===== config.mk =====
export PLATFORM = sky130hd
export DESIGN_NAME = calc_acc_sequencer
export DESIGN_NICKNAME = d
export VERILOG_FILES = /design/src/rtl/calc_pkg.sv /design/src/rtl/calc_acc_sequencer_calc.sv /design/src/rtl/calc_acc_sequencer.sv
export SDC_FILE = /design/constraint.sdc
export NUM_CORES = 1
export LEC_CHECK = 0
export ABC_AREA = 1
export BUFFER_PORTS_ARGS = -buffer_cell sky130_fd_sc_hd__buf_2
export CORE_MARGIN = 4
export CORE_UTILIZATION = 45
export CTS_CLUSTER_SIZE = 14
export DETAILED_ROUTE_END_ITERATION = 12
export PLACE_DENSITY = 0.67
export SYNTH_ARGS = -nofsm -noshare
export SYNTH_HDL_FRONTEND = slang
export SYNTH_HIERARCHICAL = 1
export SYNTH_SLANG_ARGS = --single-unit

===== constraint.sdc =====
create_clock -name clk -period 7.7 [get_ports clk]
set_input_delay 0.385 -clock clk [delete_from_list [all_inputs] [get_ports clk]]
set_output_delay 0.385 -clock clk [all_outputs]
set_load 0.01 [all_outputs]

===== src/rtl/calc_pkg.sv =====
// calc_pkg: shared FSM state type and CombCalc opcode encodings.
package calc_pkg;

    typedef enum logic [1:0] {
        IDLE = 2'd0,
        EXEC = 2'd1,
        RESP = 2'd2
    } state_t;

    localparam logic [2:0] OP_ADD_AB = 3'b000;
    localparam logic [2:0] OP_SUB_AB = 3'b001;
    localparam logic [2:0] OP_ABS_B  = 3'b010;
    localparam logic [2:0] OP_ADD_BA = 3'b100;
    localparam logic [2:0] OP_SUB_BA = 3'b101;
    localparam logic [2:0] OP_ABS_A  = 3'b110;

endpackage


===== src/rtl/calc_acc_sequencer_calc.sv =====
// CombCalc: combinational add/sub/abs on two W-bit two's complement operands with signed overflow flag.
module CombCalc #(
    parameter int W = 16
) (
    input  logic [2:0]   OP,
    input  logic [W-1:0] A,
    input  logic [W-1:0] B,
    output logic [W-1:0] R,
    output logic         ovf
);

    logic [W-1:0] x, y, absIn, sum;

    // OP[2] swaps the operand roles, so B+A / B-A / |A| reuse the same adder and abs path
    assign x     = OP[2] ? B : A;
    assign y     = OP[2] ? A : B;
    assign absIn = OP[2] ? A : B;
    assign sum   = OP[0] ? x - y : x + y;

    assign R   = OP[1] ? (absIn[W-1] ? -absIn : absIn) : sum;
    assign ovf = OP[1] ? (absIn == {1'b1, {(W-1){1'b0}}}) :
                 OP[0] ? (x[W-1] != y[W-1]) && (sum[W-1] != x[W-1]) :
                         (x[W-1] == y[W-1]) && (sum[W-1] != x[W-1]);

endmodule


===== src/rtl/calc_acc_sequencer.sv =====
// calc_acc_sequencer: valid/ready command front-end keeping a signed accumulator fed through CombCalc.
module calc_acc_sequencer
    import calc_pkg::*;
#(
    parameter int W = 16
) (
    input  logic         clk,
    input  logic         rst_n,
    input  logic         in_valid,
    output logic         in_ready,
    input  logic [2:0]   in_op,
    input  logic         in_load,
    input  logic [W-1:0] in_data,
    output logic         out_valid,
    input  logic         out_ready,
    output logic [W-1:0] out_acc,
    output logic         out_ovf,
    output logic         sticky_ovf,
    input  logic         clr_sticky
);

    state_t       state, stateNext;
    logic [2:0]   opQ;
    logic         loadQ, ovfQ, outValidQ, stickyQ;
    logic [W-1:0] dataQ, acc, calcR;
    logic         calcOvf;

    CombCalc #(.W(W)) u_calc (
        .OP  (opQ),
        .A   (acc),
        .B   (dataQ),
        .R   (calcR),
        .ovf (calcOvf)
    );

    always_comb begin
        stateNext = IDLE;
        case (state)
            IDLE:    stateNext = in_valid ? EXEC : IDLE;
            EXEC:    stateNext = RESP;
            RESP:    stateNext = out_ready ? IDLE : RESP;
            default: stateNext = IDLE;
        endcase
    end

    always_ff @(posedge clk or negedge rst_n) begin
        if (!rst_n) begin
            state     <= IDLE;
            opQ       <= '0;
            loadQ     <= 1'b0;
            dataQ     <= '0;
            acc       <= '0;
            ovfQ      <= 1'b0;
            outValidQ <= 1'b0;
            stickyQ   <= 1'b0;
        end else begin
            state     <= stateNext;
            outValidQ <= (stateNext == RESP);
            if (state == IDLE && in_valid) begin
                opQ   <= in_op;
                loadQ <= in_load;
                dataQ <= in_data;
            end
            if (state == EXEC) begin
                acc  <= loadQ ? dataQ : calcR;
                ovfQ <= !loadQ && calcOvf;
            end
            // a new overflow beats a simultaneous clear so no event is lost
            if (state == EXEC && !loadQ && calcOvf)
                stickyQ <= 1'b1;
            else if (clr_sticky)
                stickyQ <= 1'b0;
        end
    end

    assign in_ready   = (state == IDLE);
    assign out_valid  = outValidQ;
    assign out_acc    = acc;
    assign out_ovf    = ovfQ;
    assign sticky_ovf = stickyQ;

endmodule


## Yosys cells after proc, flatten, opt, wreduce, memory -nomap -nowiden

Cells that the tools add are included.

- Bits of input ports: 25
- Bits in registers: 41
- Output and inout bits: 20
- Logic and storage cells: 40

- Reductions and logical operators: 9
- Muxes and demuxes: 13
- Equality and inequality tests: 7
- Add/sub/neg operators: 3

Operator list:

| cell | number |
|---|---|
| $mux 16 | 6 |
| $add 16x16->16 | 1 |
| $eq 16x16->1 const B | 1 |
| $neg 16->16 | 1 |
| $sub 16x16->16 | 1 |
| $logic_and 1x1->1 | 6 |
| $pmux 2 s3 | 1 |
| $mux 1 | 5 |
| $eq 2x2->1 const B | 2 |
| $eq 2x1->1 const B | 1 |
| $logic_not 2->1 | 1 |
| $mux 2 | 1 |
| $ne 1x1->1 | 2 |
| $reduce_bool 2->1 | 1 |
| $eq 1x1->1 | 1 |
| $logic_not 1->1 | 1 |

## Longest topological paths before layout

Gate-level depths: netlist (run 1).

- Word-level depth: 9
- Gate-level depth with buffers: 25
- Depth with buffers taken out: 25

## By module

Netlist (run 1), hierarchy kept.

Modules (own cells, without submodules):

| module | cells an instance | area each (µm²) | instances | seq. area each (µm²) |
|---|---|---|---|---|
| CombCalc | 444 | 2,258.4 | 1 | 0.0 |
| calc_acc_sequencer | 225 | 1,779.2 | 1 | 1,026.0 |

## Least setup slack after synthesis (run 1)

No wires, ideal clock.

- Path kind: register to register
- From: register opQ[2]
- To: register ovfQ (netlist: out_ovf)
- Library setup time: 0.119 ns
- Stages on the path, launching flop included: 23
- Arrival: 2.856 ns
- Setup slack: 4.725 ns
- Clock period less this slack: 2.975 ns
- Required time: 7.581 ns
- Path through: dfrtp_1 > buf_6 > o21ai_2 > ha_1 > nand2_1 > nor2_2 > nand2_2 > xor2_1 > nand2_1 > o21ai_0 > ha_1 > nand2_1 > nand2_1 > nand2_1 > nand2_1 > a21oi_1 > nand2_1 > nand2_1 > nand3_1 > nand3_1 > nand2_1 > nand3_1 > nand2_1

- Word-level cells in the longest chain between the ends: 8
- Elaborated cells on any way between the ends: 14
- Classes of those cells: add/sub: 2; eq/ne: 4; mux: 5; reduce/logical: 3

Ends and longest elaborated chain:

| item | line | source |
|---|---|---|
| from (decl) | calc_acc_sequencer.sv:23 | `logic [2:0] opQ;` |
| from (signal assigned) | calc_acc_sequencer.sv:60 | `opQ <= in_op;` |
| $mux 16 (on tied branches) | calc_acc_sequencer_calc.sv:15, calc_acc_sequencer_calc.sv:16, calc_acc_sequencer_calc.sv:17 |  |
| $add 16x16->16 or $sub 16x16->16 (tied branches) | calc_acc_sequencer_calc.sv:18 | `assign sum = OP[0] ? x - y : x + y;` |
| $mux 16 | calc_acc_sequencer_calc.sv:18 |  |
| $ne 1x1->1 | calc_acc_sequencer_calc.sv:22, calc_acc_sequencer_calc.sv:23 |  |
| $logic_and 1x1->1 (on tied branches) | calc_acc_sequencer_calc.sv:23, calc_acc_sequencer_calc.sv:22 |  |
| $mux 1 | calc_acc_sequencer_calc.sv:22 | `OP[0] ? (x[W-1] != y[W-1]) && (sum[W-1] != x[W-1]) :` |
| $mux 1 (*) | calc_acc_sequencer_calc.sv:21 | `assign ovf = OP[1] ? (absIn == {1'b1, {(W-1){1'b0}}}) :` |
| net calcOvf | calc_acc_sequencer.sv:26 | `logic calcOvf;` |
| $logic_and 1x1->1 (*) | calc_acc_sequencer.sv:66 | `ovfQ <= !loadQ && calcOvf;` |
| to (signal assigned) | calc_acc_sequencer.sv:66 |  |
| to (decl) | calc_acc_sequencer.sv:24 | `logic loadQ, ovfQ, outValidQ, stickyQ;` |

Mark *: on every way through the listed nets, which the timed path passes. The rest lies on a longest branch.
A chain may end at the register's enable or synchronous reset.

## Final worst setup path (run 1)

Ends and elaborated chain as after synthesis.

==> results.md, run 1 <==
* Status: finished clean
* CTS Buf Count at 5
* # clock sinks at 41
* Detailed Route WL at 10910 µm
* Clock buffer depth at 2
* # fillers at 911
* Worst Path Arrival at roughly 3.9 ns
* H-Tree Level Count at 2
* Skew final at 0.01468 ns
* Asr flop ratio synth at 100.0%
* Clock root cell: clkbuf_8
* Antenna viol nets, final at 0
* CP Launch Type: register
* Synthesized area at 4038 µm²
* Met3 routed WL at 608 µm
* CORE AREA at 8721 µm²
* Setup-failing EPs final at 0
* Required @ worst endpoint at 7.87 ns
* IO buf count at 44
* Slew margin rel. at 38.45%
* Top Layer Used: met4
* Hold crit path type: in -> async
* Finished Core Util at 49.71%
* Placement Rows at 34
* GPL Wtd Cong at around 0.9
* DR vias at 4151
* Most frequent cells in the layout: 335 x nand2_1, 57 x nand3_1, 44 x buf_2
* Synth warnings at 6
* Register area share after synthesis at 25.41%
* Non-Filler Instances at about 800
* I/O pins at 45
* Total area of sequential cells at 1026 µm²
* M1 WL at approximately 5300 µm
* Fmax at roughly 270 MHz
* Post-synthesis register bit count at 41
* CTS clk-pin slew, worst paths at around 0.09 ns
* Total grt overflow at 0
* Global Route Usage Sum at between 20 and 25%
* CP Class: reg -> reg
* Syn_nets at 712
* Die Area at 10550 µm²
* Initial Util at between 40 and 50%
* Area grow syn2layout at 7.375%
* Worst Max-Slew Pin Slew at 0.9233 ns
* Flop2flop setup slack at 3.94 ns
* RSZ-0062 raised after global routing: no
* Worst skew pair latency at between 0.2 and 0.3 ns
* Syn_area_per_cell at 6.035 µm²
* # resized after CTS at 0
* Drt drc at 0
* Share of the clock period used by the worst path at 48.79%
* Synth cell types at 36
* Initial antenna violation count at 0
* Initial DRC count at about 330
* Routed wire per std cell at roughly 14 µm
* Placed Cells at 797
* Worst R2R End: out_ovf$_DFFE_PN0N_
* Number of global-route vias before repair at 3889
* CTS tree: yes
* DRT Pass-1 Iters at 5
* Worst hold slack at 0.2272 ns
* Met2 WL at 4847 µm
* Critical Path Start: opQ[2]$_DFFE_PN0P_
* Final hold viol count at 0
* Pin count of the biggest net entering global routing at 42
* Die width at slightly above 100 µm
* Critical path peak fanout at 25
* Die height at roughly 100 µm
* Worst Setup EP: out_ovf$_DFFE_PN0N_
* Commonest non-fill, non-tap cell in the layout: nand2_1
* Crit. End Element: register
* Multi-input gate area at 2650 µm²
* DR vias/cell at 5.163
* Antenna diodes at 0
* FF-to-FF Start: opQ[2]$_DFFE_PN0P_
* Final max-slew violation count at 0
* Number of max-cap violations at 0
* Setup bufs post-CTS at 0
* Nets at 739
* Final HPWL DP at 8560 µm
* Worst Reg-to-Reg Cells at 23
* Cells after synthesis at 669
* # hold bufs at CTS at 0
* Period minus WS final at approximately 3.8 ns
* Global-route wire length before repair at 18780 µm
* Number of flops mapped to enable cells by yosys at 0
* Top FF cell, synth: dfrtp_1
* Layout cells sized above 1 at about 14%
* Setup_tns at 0 ns
## metal layers
metal	vias to the layer above	GRT usage, %
li1	2154	-
met1	1854	32.55
met2	127	34.91
met3	16	2.368
met4	0	5.247
met5	-	0
## state kept, by name (all words and copies together), names as in the netlist
| register | cells |
|---|---|
| dataQ | 16 |
| loadQ | 1 |
| opQ | 3 |
| out_acc | 16 |
| out_ovf | 1 |
| out_valid | 1 |
| state | 2 |
| sticky_ovf | 1 |
## metrics by stage
step | setup slack (ns) | instance area (µm²)
2_1_floorplan | 4.725 | 4038
3_3_place_gp | 4.077 | 4245
3_5_place_dp | 4.014 | 4245
4_1_cts | 3.996 | 4335
5_1_grt | 3.489 | 4335
6_report | 3.943 | 4335
## kinds of logic after synthesis
| kind of cell | count (synthesis) | synth area share (%) |
|---|---|---|
| AND/OR/NAND/NOR | 450 | 47.66 |
| buffers and inverters | 79 | 8.956 |
| AO/OA/AOI/OAI | 69 | 9.606 |
| flip-flops | 41 | 25.41 |
| adder cells (fa/ha/maj) | 18 | 5.764 |
| XOR/XNOR | 12 | 2.603 |
## worst min path at each step
stage          slack, ns                     end                    from
2_1_floorplan       0.09    dataQ[0]$_DFFE_PN0P_                   rst_n
3_3_place_gp        0.46  sticky_ovf$_DFFE_PN0P_  sticky_ovf$_DFFE_PN0P_
3_5_place_dp        0.46  sticky_ovf$_DFFE_PN0P_  sticky_ovf$_DFFE_PN0P_
4_1_cts             0.25  sticky_ovf$_DFFE_PN0P_                   rst_n
5_1_grt             0.28      state[1]$_DFF_PN0_               out_ready
6_report            0.23   dataQ[14]$_DFFE_PN0P_                   rst_n
## final cells by class
| cell class | count | share of cell area [%] |
|---|---|---|
| multi-input cells | 549 | 61.13 |
| flip-flops and latches | 41 | 23.67 |
| repair buffers | 46 | 5.426 |
| inverters | 53 | 4.589 |
| well taps | 108 | 3.117 |
| clock buffers | 6 | 1.905 |
| clock inverters | 1 | 0.1732 |
## worst max-delay path, stage by stage, from the launching register on
cell	delay, ns
dfrtp_1	0.65
inv_2	0.29
nand2_1	0.15
nand2_2	0.09
inv_2	0.08
nand2_1	0.12
nor2_2	0.24
nand2_2	0.08
xor2_1	0.16
nand2_1	0.07
o21ai_0	0.11
ha_1	0.40
nand2_1	0.12
nand2_1	0.05
nand2_1	0.07
nand2_1	0.08
a21oi_1	0.24
nand2_1	0.11
nand2_1	0.09
nand3_1	0.07
nand3_1	0.08
nand2_1	0.11
nand3_1	0.13
nand2_1	0.07
## cells in the mapped netlist, types with 6 or more instances
cell type | number | area share, %
buf_2 | 9 | 1.1
ha_1 | 17 | 5.3
o21ai_0 | 25 | 3.1
dfrtp_1 | 41 | 25
nand2_2 | 10 | 1.5
inv_2 | 11 | 1.0
clkbuf_1 | 8 | 0.74
inv_1 | 41 | 3.8
nand3_1 | 57 | 7.1
nand2_1 | 335 | 31
buf_4 | 6 | 1.1
xor2_1 | 12 | 2.6
a21oi_1 | 29 | 3.6
nor2_1 | 19 | 1.8
Power of run 1 is left out: the tool's default activity adds up to more than one toggle a clock period on the data nets, which glitch-free logic cannot reach.
==> inputs of run 2 (changes only) <==
Clock period 7.7 ns to 3.8 ns, I/O delays scaled along.
==> run 2 against run 1 <==
Sequential cell count unchanged. Cell count is 0.87% higher. Clock skew is 0.0074 ns lower. Core utilization grew 0.70 points. Largest cell class unchanged. Critical path depth decreased by 2.
==> results.md, run 2 (synthesis results as in run 1) <==
* Pin count of the biggest net entering global routing at 42
* Finished Core Util at 50.42%
* Share of the clock period used by the worst path at about nine tenths
* Post-route cell area at 4397 µm²
* Total grt overflow at 0
* Hold crit path type: in -> async
* Routed wire per std cell at 13.48 µm
* Antenna viol nets, final at 0
* RSZ-0062 raised after global routing: no
* Layout cells sized above 1 at ~15%
* Final HPWL DP at about 8400 µm
* # clock sinks at 41
* CTS tree: yes
* Worst Path Arrival at about 3.7 ns
* Crit. End Element: register
* Global-route wire length before repair at 18450 µm
* Status: finished clean
* DRT Pass-1 Iters at 6
* Fmax at 286.6 MHz
* IO buf count at 44
* Skew final at 0.007268 ns
* Worst skew pair latency at around 0.29 ns
* Final max-slew violation count at 0
* Dpl cell area at between 4000 and 5000 µm²
* I/O pins at 45
* Number of global-route vias before repair at 3804
* Number of max-cap violations at 0
* Setup_tns at 0 ns
* CORE AREA at just under 9000 µm²
* Initial antenna violation count at 0
* Initial Util at 46.30%
* H-Tree Level Count at 2
* Placement Rows at 34
* Detailed Route WL at 10940 µm
* Global Route Usage Sum at 21.75%
* Antenna diodes at 0
* Slew margin rel. at 36.96%
* DR vias/cell at 5.189
* Die width at 102.7 µm
* Worst Max-Slew Pin Slew at 0.9456 ns
* Drt drc at 0
* CP Class: reg -> reg
* Clock root cell: clkbuf_8
* Required @ worst endpoint at 3.99 ns
* Setup-failing EPs final at 0
* Die height at 102.7 µm
* Most frequent cells in the layout: 335 x nand2_1, 57 x nand3_1, 44 x buf_2
* CP Launch Type: register
* Final hold viol count at 0
* Commonest non-fill, non-tap cell in the layout: nand2_1
* Die Area at between 10000 and 15000 µm²
* GPL Wtd Cong at 0.9150
* CTS Buf Count at 5
* Period minus WS final at ~3.5 ns
* DR vias at 4208
* Initial DRC count at 415
* Critical path peak fanout at 25
* # hold bufs at CTS at 0
* Clock buffer depth at 2
* Nets at 745
* CTS clk-pin slew, worst paths at approximately 0.09 ns
* Area grow syn2layout at 8.894%
run 2: critical path, stage by stage, from the launching register on:
cell and delay (ns):
dfrtp_2 0.50, inv_2 0.22, nand2_1 0.10, nand2_1 0.16, inv_2 0.14, nand2_2 0.08
nor2_1 0.16, nand2_1 0.08, xor2_1 0.15, nand2_1 0.06, o21ai_0 0.14, ha_1 0.43
nand2_1 0.11, o21ai_0 0.24, a31oi_1 0.09, or2_2 0.29, nand3_1 0.08, nand2_1 0.12
nand2_1 0.08, nand2_1 0.05, nand2_1 0.05, nand2_1 0.04
run 2: timing repair:
| action | CTS | global route |
|---|---|---|
| setup buffers | 0 | 4 |
| resized for setup | 0 | 6 |
| endpoints found under the hold margin | 0 | 0 |
| setup endpoints to repair | 0 | 10 |
run 2: metal layers:
metal	routed length, µm	vias up	GRT usage, %
li1	-	2164	-
met2	4818	127	33.71
met1	5385	1907	32.43
met5	0	-	0
met4	108	0	4.743
met3	625	10	2.639
run 2: final timing paths:
path                       slack, ns                     end  depth (start not counted)                 from
min                             0.04   dataQ[15]$_DFFE_PN0P_                          1                rst_n
min reg2reg                     0.48     out_ovf$_DFFE_PN0N_                          2  out_ovf$_DFFE_PN0N_
max reg2reg                     0.31  out_acc[8]$_DFFE_PN0N_                         21   opQ[2]$_DFFE_PN0P_
min in group clk                0.09      state[1]$_DFF_PN0_                          2            out_ready
max                             0.31  out_acc[8]$_DFFE_PN0N_                         21   opQ[2]$_DFFE_PN0P_
max in group asynchronous       3.12      opQ[2]$_DFFE_PN0P_                          1                rst_n
run 2: stage by stage:
| stage | hold slack, ns | cells | setup slack, ns |
|---|---|---|---|
| final | 0.04269 | 811 | 0.3110 |
| after floorplan | -0.1056 | 669 | 0.8248 |
| after global placement | 0.3788 | 799 | 0.2837 |
| after detailed placement | 0.3857 | 799 | 0.2174 |
| after global routing | 0.08738 | 811 | 0.004008 |
| after CTS | 0.06231 | 807 | 0.1798 |
run 2: layout make-up:
type	count	area, µm²
timing repair buffer	52	280.3
multi-input combinational	549	2668
tap	108	135.1
inverter	53	198.9
clock inverter	2	15.01
sequential	41	1027
fill	873	4324
clock buffer	6	72.57
Power of run 2 is left out for the same reason.
==> inputs of run 3 (changes only) <==
Settings changed: CTS_BUF_LIST set to sky130_fd_sc_hd__clkbuf_4.
==> run 3 against run 2 <==
Final area is essentially flat. Worst setup slack lost 0.015 ns. Critical path depth shrank 1. Register-to-register slack lost 0.02 ns. Die area is the same. Highest routed layer unchanged. First-iteration DRC count shrank 5.5%. Via count grew 1.1%.
==> results.md, run 3 (synthesis results as in run 1) <==
* Status: finished clean
* CP dominant cell by count: nand2_1
* Worst Max-Slew Pin Slew at 0.9472 ns
* Critical path peak fanout at 25
* DR vias/cell at 5.226
* RSZ-0062 raised after global routing: no
* Initial antenna violation count at 0
* Hold crit path type: in -> reg
* Initial DRC count at ~390
* GPL Wtd Cong at 0.9150
* CTS tree: yes
* # fillers at 872
* Die height at 102.7 µm
* Worst hold slack at roughly 0.02 ns
* Detailed Route WL at between 10000 and 15000 µm
* Hold path endpoint: state[1]$_DFF_PN0_
* Global-route wire length before repair at around 18000 µm
* Crit. End Element: register
* Worst Path Arrival at 3.76 ns
* Most frequent cells in the layout: 335 x nand2_1, 57 x nand3_1, 44 x buf_2
* Crit-path cells: inv_2 -> nand2_1 -> and2_1 -> nand2_2 -> nor2_1 -> nand2_1 -> xor2_1 -> nand2_1 -> o21ai_0 -> ha_1 -> nand2_1 -> o21ai_0 -> a31oi_1 -> or2_2 -> nand3_1 -> nand2_1 -> nand2_1 -> nand2_1 -> nand2_1 -> nand2_1
* Total area of sequential cells at 1027 µm²
* Setup-failing EPs final at 0
* Commonest non-fill, non-tap cell in the layout: nand2_1
* I/O pins at 45
* Slew margin rel. at 36.85%
* Nets at approximately 750
* Clock buffer depth at 2
* CTS Buf Count at 5
* Fmax at 285.3 MHz
* Worst skew pair latency at 0.35 ns
* Global Route Usage Sum at 21.73%
* Critical Path Max Stage Delay at 0.48 ns
* Required @ worst endpoint at about 4.1 ns
* Layout cells sized above 1 at 15.58%
* Total grt overflow at 0
* DR vias at 4254
* Area grow syn2layout at 8.801%
* CTS clk-pin slew, worst paths at 0.13 ns
* Initial Util at around 46%
* Hold Crit Start: out_ready
* Setup_tns at 0 ns
* # clock sinks at 41
* CORE AREA at 8721 µm²
* IO buf count at 44
* Pin count of the biggest net entering global routing at 42
* Number of global-route vias before repair at approximately 3800
* Antenna diodes at 0
* DRT Pass-1 Iters at 6
* Number of max-cap violations at 0
* Multi-input gate area at 2666 µm²
* Die width at 102.7 µm
* Share of the clock period used by the worst path at between 90% and 100%
* Hold depth at 2
* Final hold viol count at 0
* Placement Rows at 34
* Clock root cell: clkbuf_4
* H-Tree Level Count at 2
* Worst Reg-to-Reg Cells at 20
* Final max-slew violation count at 0
* Flop2flop setup slack at 0.30 ns
* CP Launch Type: register
* Die Area at 10550 µm²
* Slowest library cell on the worst path: dfrtp_2
* Skew final at roughly 0.0062 ns
* Drt drc at 0
* Antenna viol nets, final at 0
* CP Class: reg -> reg
* Routed wire per std cell at 13.55 µm
* CP bufs+invs at 1
* Period minus WS final at 3.504 ns
* Final HPWL DP at 8433 µm
* CP delay by family, top: simple AND/OR/NAND/NOR gates
* FF-to-FF Start: opQ[2]$_DFFE_PN0P_
* Worst R2R End: out_acc[8]$_DFFE_PN0N_
==> run 3: cell count changes in the layout (fill, tap and decap cells not counted), sizes merged <==
cell         delta
dlygate4sd3     +1
buf             +2
==> run 3: worst reg2reg max path: cells and delay by family (launching register included) <==
family | cells | cell delay [ns]
AOI/OAI and AO/OA | 3 | 0.47
xor gates and xnor gates | 1 | 0.15
and+or+nand+nor | 14 | 1.65
adders and majority gates | 1 | 0.45
DFF | 1 | 0.48
buffers and inverters | 1 | 0.20
==> run 3: worst max-delay path by stage <==
stage / start / to / slack (ns) / depth (start not counted)
6_report: opQ[2]$_DFFE_PN0P_ / out_acc[8]$_DFFE_PN0N_ / 0.30 / 20
3_5_place_dp: opQ[2]$_DFFE_PN0P_ / out_acc[8]$_DFFE_PN0N_ / 0.22 / 20
5_1_grt: opQ[2]$_DFFE_PN0P_ / out_acc[10]$_DFFE_PN0N_ / 0.004 / 19
3_3_place_gp: opQ[2]$_DFFE_PN0P_ / sticky_ovf$_DFFE_PN0P_ / 0.28 / 22
2_1_floorplan: opQ[2]$_DFFE_PN0P_ / out_ovf$_DFFE_PN0N_ / 0.82 / 22
4_1_cts: opQ[2]$_DFFE_PN0P_ / out_acc[8]$_DFFE_PN0N_ / 0.17 / 20
==> run 3: layer usage <==
layer	GRT usage, %	vias up	part of all wire [%]
li1	-	2174	-
met1	32.34	1926	48
met2	33.71	143	44
met3	2.639	11	6.9
met4	4.743	0	1.2
met5	0	-	0
==> run 3: repair_timing <==
item / 4_1_cts / 5_1_grt
hold buffers: 1 / 0
hold endpoints to repair: 40 / 0
endpoints found under the setup margin: 0 / 10
gates resized for setup: 0 / 4
buffers inserted: 0 / 6
==> run 3: area by class of cell <==
| cell class | count | share of cell area [%] |
|---|---|---|
| inverter | 53 | 4.529 |
| clock inverter | 2 | 0.3418 |
| timing repair buffer | 55 | 6.950 |
| sequential | 41 | 23.38 |
| multi-input combinational | 549 | 60.70 |
| tap | 108 | 3.076 |
| clock buffer | 6 | 1.025 |
==> run 3: through the flow <==
stage / worst slack (ns) / utilization (%) / area, µm² / cells
CTS: 0.1702 / 49.66 / 4330 / 808
detailed placement: 0.2174 / 48.85 / 4260 / 799
floorplan: 0.8248 / - / 4038 / 669
finish: 0.2955 / 50.37 / 4393 / 814
global placement: 0.2837 / 48.85 / 4260 / 799
global route: 0.003662 / 50.37 / 4393 / 814
Power of run 3 is left out for the same reason.
